**src/rtl/req_grant_sequencer_if.sv**
```systemverilog
// Request/grant bundle between request sources, the sequencer and its consumer.
// Carries merge_cnt_o only when REQ_MERGE_CNT_EN is defined.
interface req_grant_sequencer_if #(
  parameter int unsigned WIDTH = 8
);
  localparam int unsigned IDX_W = $clog2(WIDTH);

  logic [WIDTH-1:0] req_i;
  logic [WIDTH-1:0] pend_o;
  logic             gnt_valid_o;
  logic [WIDTH-1:0] gnt_onehot_o;
  logic [IDX_W-1:0] gnt_idx_o;
  logic             gnt_ready_i;
`ifdef REQ_MERGE_CNT_EN
  logic [7:0]       merge_cnt_o;
`endif

  modport master (
    input  req_i,
    input  gnt_ready_i,
    output pend_o,
    output gnt_valid_o,
    output gnt_onehot_o,
`ifdef REQ_MERGE_CNT_EN
    output merge_cnt_o,
`endif
    output gnt_idx_o
  );

  modport slave (
    output req_i,
    output gnt_ready_i,
    input  pend_o,
    input  gnt_valid_o,
    input  gnt_onehot_o,
`ifdef REQ_MERGE_CNT_EN
    input  merge_cnt_o,
`endif
    input  gnt_idx_o
  );
endinterface

```
**src/rtl/req_grant_sequencer.sv**
```systemverilog
// Sticky request collector that grants the lowest pending bit over valid/ready.
// Optional saturating merge counter enabled by REQ_MERGE_CNT_EN.
module req_grant_sequencer #(
  parameter int unsigned WIDTH = 8
) (
  input logic                   clk,
  input logic                   rst,
  req_grant_sequencer_if.master bus
);
  localparam int unsigned IDX_W = $clog2(WIDTH);

  typedef enum logic {StIdle, StOffer} state_e;

  state_e           state_q;
  logic [WIDTH-1:0] pend_q, pend_d;
  logic [WIDTH-1:0] onehot_q;
  logic [IDX_W-1:0] idx_q;
  logic             valid_q;

  logic             accept;
  logic [WIDTH-1:0] retire, rem, cand, sel_onehot;
  logic [IDX_W-1:0] sel_idx;

  assign accept = valid_q & bus.gnt_ready_i;
  assign retire = accept ? onehot_q : '0;
  // Set wins over retire so a same-cycle re-request stays pending.
  assign pend_d = (pend_q & ~retire) | bus.req_i;
  assign rem    = pend_q & ~onehot_q;
  assign cand   = (state_q == StIdle) ? pend_q : rem;
  assign sel_onehot = cand & (-cand);

  always_comb begin
    sel_idx = '0;
    for (int i = int'(WIDTH) - 1; i >= 0; i--) begin
      if (cand[i]) sel_idx = IDX_W'(i);
    end
  end

  always_ff @(posedge clk) begin
    if (rst) begin
      state_q  <= StIdle;
      pend_q   <= '0;
      onehot_q <= '0;
      idx_q    <= '0;
      valid_q  <= 1'b0;
    end else begin
      pend_q <= pend_d;
      unique case (state_q)
        StIdle: begin
          if (|pend_q) begin
            onehot_q <= sel_onehot;
            idx_q    <= sel_idx;
            valid_q  <= 1'b1;
            state_q  <= StOffer;
          end
        end
        StOffer: begin
          if (accept) begin
            if (|rem) begin
              onehot_q <= sel_onehot;
              idx_q    <= sel_idx;
            end else begin
              onehot_q <= '0;
              idx_q    <= '0;
              valid_q  <= 1'b0;
              state_q  <= StIdle;
            end
          end
        end
        default: state_q <= StIdle;
      endcase
    end
  end

  assign bus.pend_o       = pend_q;
  assign bus.gnt_valid_o  = valid_q;
  assign bus.gnt_onehot_o = onehot_q;
  assign bus.gnt_idx_o    = idx_q;

`ifdef REQ_MERGE_CNT_EN
  logic [7:0]       merge_cnt_q;
  logic [WIDTH-1:0] absorb;
  logic [5:0]       merge_inc;
  logic [8:0]       merge_sum;

  assign absorb = bus.req_i & pend_q & ~retire;

  always_comb begin
    merge_inc = '0;
    for (int i = 0; i < int'(WIDTH); i++) begin
      merge_inc = merge_inc + 6'(absorb[i]);
    end
  end

  assign merge_sum = {1'b0, merge_cnt_q} + {3'b000, merge_inc};

  always_ff @(posedge clk) begin
    if (rst) begin
      merge_cnt_q <= '0;
    end else begin
      merge_cnt_q <= merge_sum[8] ? 8'hff : merge_sum[7:0];
    end
  end

  assign bus.merge_cnt_o = merge_cnt_q;
`endif
endmodule

```
**src/flat_wrapper.sv**
```systemverilog
// flat-port wrapper written by rule: the top's interface ports become plain ports
module req_grant_sequencer_flat 
#(
  parameter int unsigned WIDTH = 8
)
  (clk, rst, bus_req_i, bus_gnt_ready_i, bus_pend_o, bus_gnt_valid_o, bus_gnt_onehot_o, bus_gnt_idx_o);
  req_grant_sequencer_if #(.WIDTH(WIDTH)) bus_i ();
  input logic clk;
  input logic rst;
  input wire logic [$bits(bus_i.req_i)-1:0] bus_req_i;
  input wire logic [$bits(bus_i.gnt_ready_i)-1:0] bus_gnt_ready_i;
  output wire logic [$bits(bus_i.pend_o)-1:0] bus_pend_o;
  output wire logic [$bits(bus_i.gnt_valid_o)-1:0] bus_gnt_valid_o;
  output wire logic [$bits(bus_i.gnt_onehot_o)-1:0] bus_gnt_onehot_o;
  output wire logic [$bits(bus_i.gnt_idx_o)-1:0] bus_gnt_idx_o;
  assign bus_i.req_i = bus_req_i;
  assign bus_i.gnt_ready_i = bus_gnt_ready_i;
  assign bus_pend_o = bus_i.pend_o;
  assign bus_gnt_valid_o = bus_i.gnt_valid_o;
  assign bus_gnt_onehot_o = bus_i.gnt_onehot_o;
  assign bus_gnt_idx_o = bus_i.gnt_idx_o;
  req_grant_sequencer #(.WIDTH(WIDTH)) u_core (.clk(clk), .rst(rst), .bus(bus_i));
endmodule
```
**config.mk**
```make
export PLATFORM = sky130hd
export DESIGN_NAME = req_grant_sequencer_flat
export DESIGN_NICKNAME = d
export VERILOG_FILES = /design/src/rtl/req_grant_sequencer_if.sv /design/src/rtl/req_grant_sequencer.sv /design/src/flat_wrapper.sv
export SDC_FILE = /design/constraint.sdc
export NUM_CORES = 1
export LEC_CHECK = 0
export ABC_AREA = 1
export ABC_CLOCK_PERIOD_IN_PS = 1100
export CAP_MARGIN = 20
export CORE_MARGIN = 2
export CORE_UTILIZATION = 35
export DETAILED_ROUTE_END_ITERATION = 8
export SLEW_MARGIN = 20
export SYNTH_ARGS = -nofsm -noshare
export SYNTH_HDL_FRONTEND = slang
export SYNTH_SLANG_ARGS = --single-unit
```
**constraint.sdc**
```tcl
create_clock -name clk -period 1.1 [get_ports clk]
set_input_delay 0.22 -clock clk [delete_from_list [all_inputs] [get_ports clk]]
set_output_delay 0.22 -clock clk [all_outputs]
set_load 0.03 [all_outputs]
```
* Yosys cells after proc, flatten, opt, wreduce, memory -nomap -nowiden
Index checks and enable logic that the tools add are counted.
** Cells by class
- Equal/unequal tests :: 3
- Multiplexer cells :: 26
- Reduce and logical (&&, ||, !) cells :: 4
- Add/sub/neg operators :: 1
- Bitwise logic cells :: 8
** Operator list (count)
- 8-bit two-way mux :: 5
- 3-bit two-way mux :: 11
- 8-bit bitwise AND :: 3
- 8-bit NOT :: 2
- 8-bit case mux with 2 select lines :: 1
- 8-bit OR reduction :: 2
- 8-bit negation :: 1
- 8-bit bitwise OR :: 1
- 1-bit two-way mux :: 6
- 2-bit != test, second input constant :: 3
- 3-bit case mux with 2 select lines :: 1
- 1-bit case mux with 2 select lines :: 2
- 3-bit AND reduction :: 1
- 2-bit AND reduction :: 1
- 1-bit bitwise AND :: 1
- 1-bit NOT :: 1
** Storage, ports and cells
- Logic and storage cells :: 47
- Output and inout port bits :: 20
- Input bits :: 11
- Register bits :: 21

* Logic depth before layout (Yosys ltp)
- Depth in word-level cells :: 14
- Depth in mapped cells :: 9
- Gate-level depth less buffers :: 9

* Worst setup path after synthesis
Ideal clock, no wire load.
- Kind :: register to register
- Start point :: register u_core.pend_q[1], in the netlist u_core.bus.pend_o[1]
- End point :: register u_core.idx_q[2], in the netlist u_core.bus.gnt_idx_o[2]
- Clock period less this slack :: 1.395 ns
- Path slack :: -0.295 ns
- Stages on the path, launching flop included :: 10
- Library setup time :: 0.067 ns
- Required time :: 1.033 ns
- Path buffers :: 1
- Arrival :: 1.329 ns
- Path through :: dfxtp_1 > nor2_1 > nand2_1 > nor2_2 > nand2_2 > nand2_4 > inv_2 > buf_6 > nand3_1 > a21oi_2
** Between the ends
- Longest elaborated chain between the ends :: 7
- Elaborated cells on any way between the ends :: 12
- Those cells by class :: eq/ne: 1; mux: 7; bitwise: 1; reduce/logical: 3
** Ends and longest elaborated chain
- start: declaration :: line req_grant_sequencer.sv:15 : logic [WIDTH-1:0] pend_q, pend_d;
- start signal: assignment :: line req_grant_sequencer.sv:47 : pend_q <= pend_d;
- 8-bit bitwise AND :: line req_grant_sequencer.sv:28 : assign rem = pend_q & ~onehot_q;
- 8-bit two-way mux :: line req_grant_sequencer.sv:29 : assign cand = (state_q == StIdle) ? pend_q : rem;
- 3-bit two-way mux (2 in a row) :: line req_grant_sequencer.sv:35 : if (cand[i]) sel_idx = IDX_W'(i);
- 3-bit two-way mux :: line req_grant_sequencer.sv:59 : if (|rem) begin
- 3-bit two-way mux :: line req_grant_sequencer.sv:58 : if (accept) begin
- 3-bit case mux with 2 select lines :: line req_grant_sequencer.sv:48 : unique case (state_q)
- end signal: assignment :: line req_grant_sequencer.sv:52 : idx_q <= sel_idx;
- end signal: assignment :: line req_grant_sequencer.sv:61 : idx_q <= sel_idx;
- end: declaration :: line req_grant_sequencer.sv:17 : logic [IDX_W-1:0] idx_q;
Several ways; a longest one is shown, not always the timed one. The select of a mux whose other input is x is not followed.
A chain may end at the register's enable or synchronous reset.

* Worst setup path after layout
- Start point :: register u_core.state_q
- End point :: register u_core.onehot_q[4], in the netlist u_core.bus.gnt_onehot_o[4]
** Between the ends
- Longest elaborated chain between the ends :: 6
- Elaborated cells on any way between the ends :: 11
- Those cells by class :: add/sub: 1; eq/ne: 2; mux: 5; bitwise: 2; reduce/logical: 1
** Ends and longest elaborated chain
- start: declaration :: line req_grant_sequencer.sv:14 : state_e state_q;
- start signal: assignment :: line req_grant_sequencer.sv:41 : state_q <= StIdle;
- start signal: assignment :: line req_grant_sequencer.sv:54 : state_q <= StOffer;
- start signal: assignment :: line req_grant_sequencer.sv:66 : state_q <= StIdle;
- 8-bit two-way mux :: line req_grant_sequencer.sv:29
- 8-bit negation :: line req_grant_sequencer.sv:30 : assign sel_onehot = cand & (-cand);
- 8-bit bitwise AND :: line req_grant_sequencer.sv:30
- 8-bit two-way mux :: line req_grant_sequencer.sv:59
- 8-bit two-way mux :: line req_grant_sequencer.sv:58
- 8-bit case mux with 2 select lines :: line req_grant_sequencer.sv:48
- end signal: assignment :: line req_grant_sequencer.sv:51 : onehot_q <= sel_onehot;
- end signal: assignment :: line req_grant_sequencer.sv:60 : onehot_q <= sel_onehot;
- end: declaration :: line req_grant_sequencer.sv:16 : logic [WIDTH-1:0] onehot_q;
Several ways; a longest one is shown, not always the timed one. The select of a mux whose other input is x is not followed.

==> metrics.cfg <==
[setup_path]
cp.buffers_inverters = 1
path_cells = inv_8 -> o21ai_4 -> nand2_4 -> nor3_4 -> nand3_2 -> a21oi_2
cp.arrival_ps = 1550
cp_data_required_time_ps = 1360
r2r_slack_ps = -190
crit_path_end_kind = flip-flop
max_stage_delay_ps = 430
crit_slowest_cell = dfxtp_4
cp-start-kind = flip-flop
path_delay_family = flip-flops
worst-setup-path-type = flip-flop to flip-flop
worstPathMaxFanout = 8

[drt]
drt_pass1_iterations = 5
viasPerCell = 5.135
drc = 0
ant_nets = 0
avgRoutedWirePerCell_um = 14.41
routed_wl_mm = 3.963
vias = 1412
dr.first_iter.drc_count = 57

[clock_tree]
clock-root-buffer = clkbuf_4
ctsHtreeMaxLevel = 1
cts.path.max_buffers = 2
hold_buffers = 0
cts-buffers-inserted = 3
clock-sinks = 21
cts_tree = yes
clk_pin_slew_ps = 140
insertion_delay_ps = 320

[global_route]
grt_start_max_net_pins = 13
grt_pass1_wl_mm = 5.471
grt_overflow_total = 0
antenna_found_initial = 0
grt_pass1_vias = 1265
track_usage_pct = 20.33

[run]
maxCapViolations = 0

[synth]
ys_types = 23
synth_edf_count = 0
avgSynthCellArea_sq_um = 6.819
yosysWarnings = 0
ys_ff_latch = 21
syn_area_sq_mm = 0.001091
synthesis.nets = 171
ys_seq_area_share_pct = 38.53
async_reset_ff_share_pct = 0
synth_cells = 160
ys.flop_type = dfxtp_1

[finish]
instances_no_fill = 275
areaGrowthSynthToFinish_pct = 98.28
num-nets-final = 254
seq_area_sq_um = 479.2
antenna_cells = 0
multi_input_area_sq_um = 767.0
final_cell_area_sq_mm = 0.002163
fillers = 222
final_common_cell = buf_4
drive_gt1_share_pct = 65.70
fin_util_pct = 72.04
layout_common_cells = 38 x buf_4, 34 x buf_6, 25 x nand2_1

[pwr]
powerDensity_mw_per_mm2 = 1039
vdd_ir_drop_max_mv = 0.5054
switching_share_pct = 37.40
power_frac_seq_pct = 39.4
p_int_mw = 1.407
leakage_nw = 0.9372
pwr-share-clk_pct = 17.8
p_comb_share_pct = 42.8
power.switching_uw = 840.5

[placed_design]
placed_area_sq_mm = 0.001674
place_congestion = 0.9043
hpwl_mm = 2.467
placedCellCount = 253
port_buffers = 30

[sta]
max_slew_margin_pct = 84.17
fmax_mhz = 773.6
rsz0062_at_grt = true
final_hold_viol_count = 0
skew_ps = 10.73
period_needed_ps = 1293
finalSetupViolations = 28
setup_ws_ps = -192.6
tns_ps = -2727
slew_viol_final = 0
tightest_slew_ps = 236.9
post-route-period-util_pct = 117.5

[floorplanning]
num_rows = 20
die_h_um = 59.83
core_sq_mm = 0.003003
io_pins = 31
fp.dieW_um = 59.83
die_area_sq_mm = 0.003580
initial_core_util_pct = 36.33

[hold_path]
hp-class = flip-flop to flip-flop

[run_status]
violations = negative setup slack
outcome = finished, violations left

## worst paths after layout
path,to,cells past startpoint,start
setup reg to reg,u_core.bus.gnt_onehot_o[4]$_SDFFE_PP0P_,6,u_core.state_q$_SDFF_PP0_
setup / recovery,u_core.bus.gnt_onehot_o[4]$_SDFFE_PP0P_,6,u_core.state_q$_SDFF_PP0_
hold reg to reg,u_core.bus.gnt_idx_o[1]$_SDFFE_PP0P_,2,u_core.bus.gnt_idx_o[1]$_SDFFE_PP0P_
hold / removal,u_core.bus.gnt_idx_o[1]$_SDFFE_PP0P_,2,u_core.bus.gnt_idx_o[1]$_SDFFE_PP0P_
## timing repair
action	4_1_cts	5_1_grt
gates resized for setup	45	52
setup buffers	8	10
pin swaps	13	24
cloned	0	0
endpoints found under the setup margin	28	31
## tightest hold or removal path, stage by stage, from the launching register on
cell	delay, ps
dfxtp_1	330
nand2_1	60
a21oi_1	50
## Yosys cell counts (all sizes together) (2+ instances only)
cell type   n  share of area, %
nor3        3               1.8
inv        16               5.5
nand3       8               3.7
nand2      42                15
nand3b      2               1.4
clkbuf      3               1.0
dfxtp      21                39
o21ai      11               7.5
a21oi      30                14
nor2       21               8.4
## power groups by stage
stage	Clock [mW]	Combinational (mW)	Sequential [mW]
2_1_floorplan	0	0.278	0.994
3_3_place_gp	0	0.693	0.879
3_5_place_dp	0	0.703	0.880
4_1_cts	0.411	0.806	0.869
5_1_grt	0.447	1.03	0.894
6_report	0.399	0.963	0.885
## through the flow
stage / total power [mW] / setup slack (ps) / hold slack, ps
3_3_place_gp: 1.571 / -286.7 / 457.9
6_report: 2.248 / -192.6 / 476.0
3_5_place_dp: 1.583 / -336.8 / 462.5
5_1_grt: 2.369 / -274.7 / 490.0
4_1_cts: 2.086 / -159.7 / 480.9
2_1_floorplan: 1.273 / -181.0 / 370.3
## per-layer routing
metal | GRT usage [%] | vias to the layer above | wire length [um]
met5 | 0 | - | 0
met4 | 5.714 | 0 | 64
met3 | 2.814 | 9 | 178
met2 | 35.71 | 42 | 2039
met1 | 25.69 | 667 | 1680
li1 | - | 694 | -
## logic make-up after synthesis
logic type	share of synthesized area, %
AND/OR/NAND/NOR	30.62
buffers and inverters	7.569
flip-flops	38.53
AO/OA/AOI/OAI	23.28
## cell type report
class / instances / share of cell area [%]
Sequential cell: 21 / 22.15
Clock inverter: 1 / 0.2313
Tap cell: 33 / 1.909
Timing Repair Buffer: 82 / 35.51
Inverter: 16 / 3.702
Multi-Input combinational cell: 119 / 35.45
Clock buffer: 3 / 1.041
## registers in the layout, summed over array words and instances (netlist names)
register,flops
u_core.bus.gnt_idx_o,3
u_core.bus.pend_o,8
u_core.state_q,1
u_core.bus.gnt_onehot_o,8
u_core.bus.gnt_valid_o,1
(Power assumes the default switching activity.)
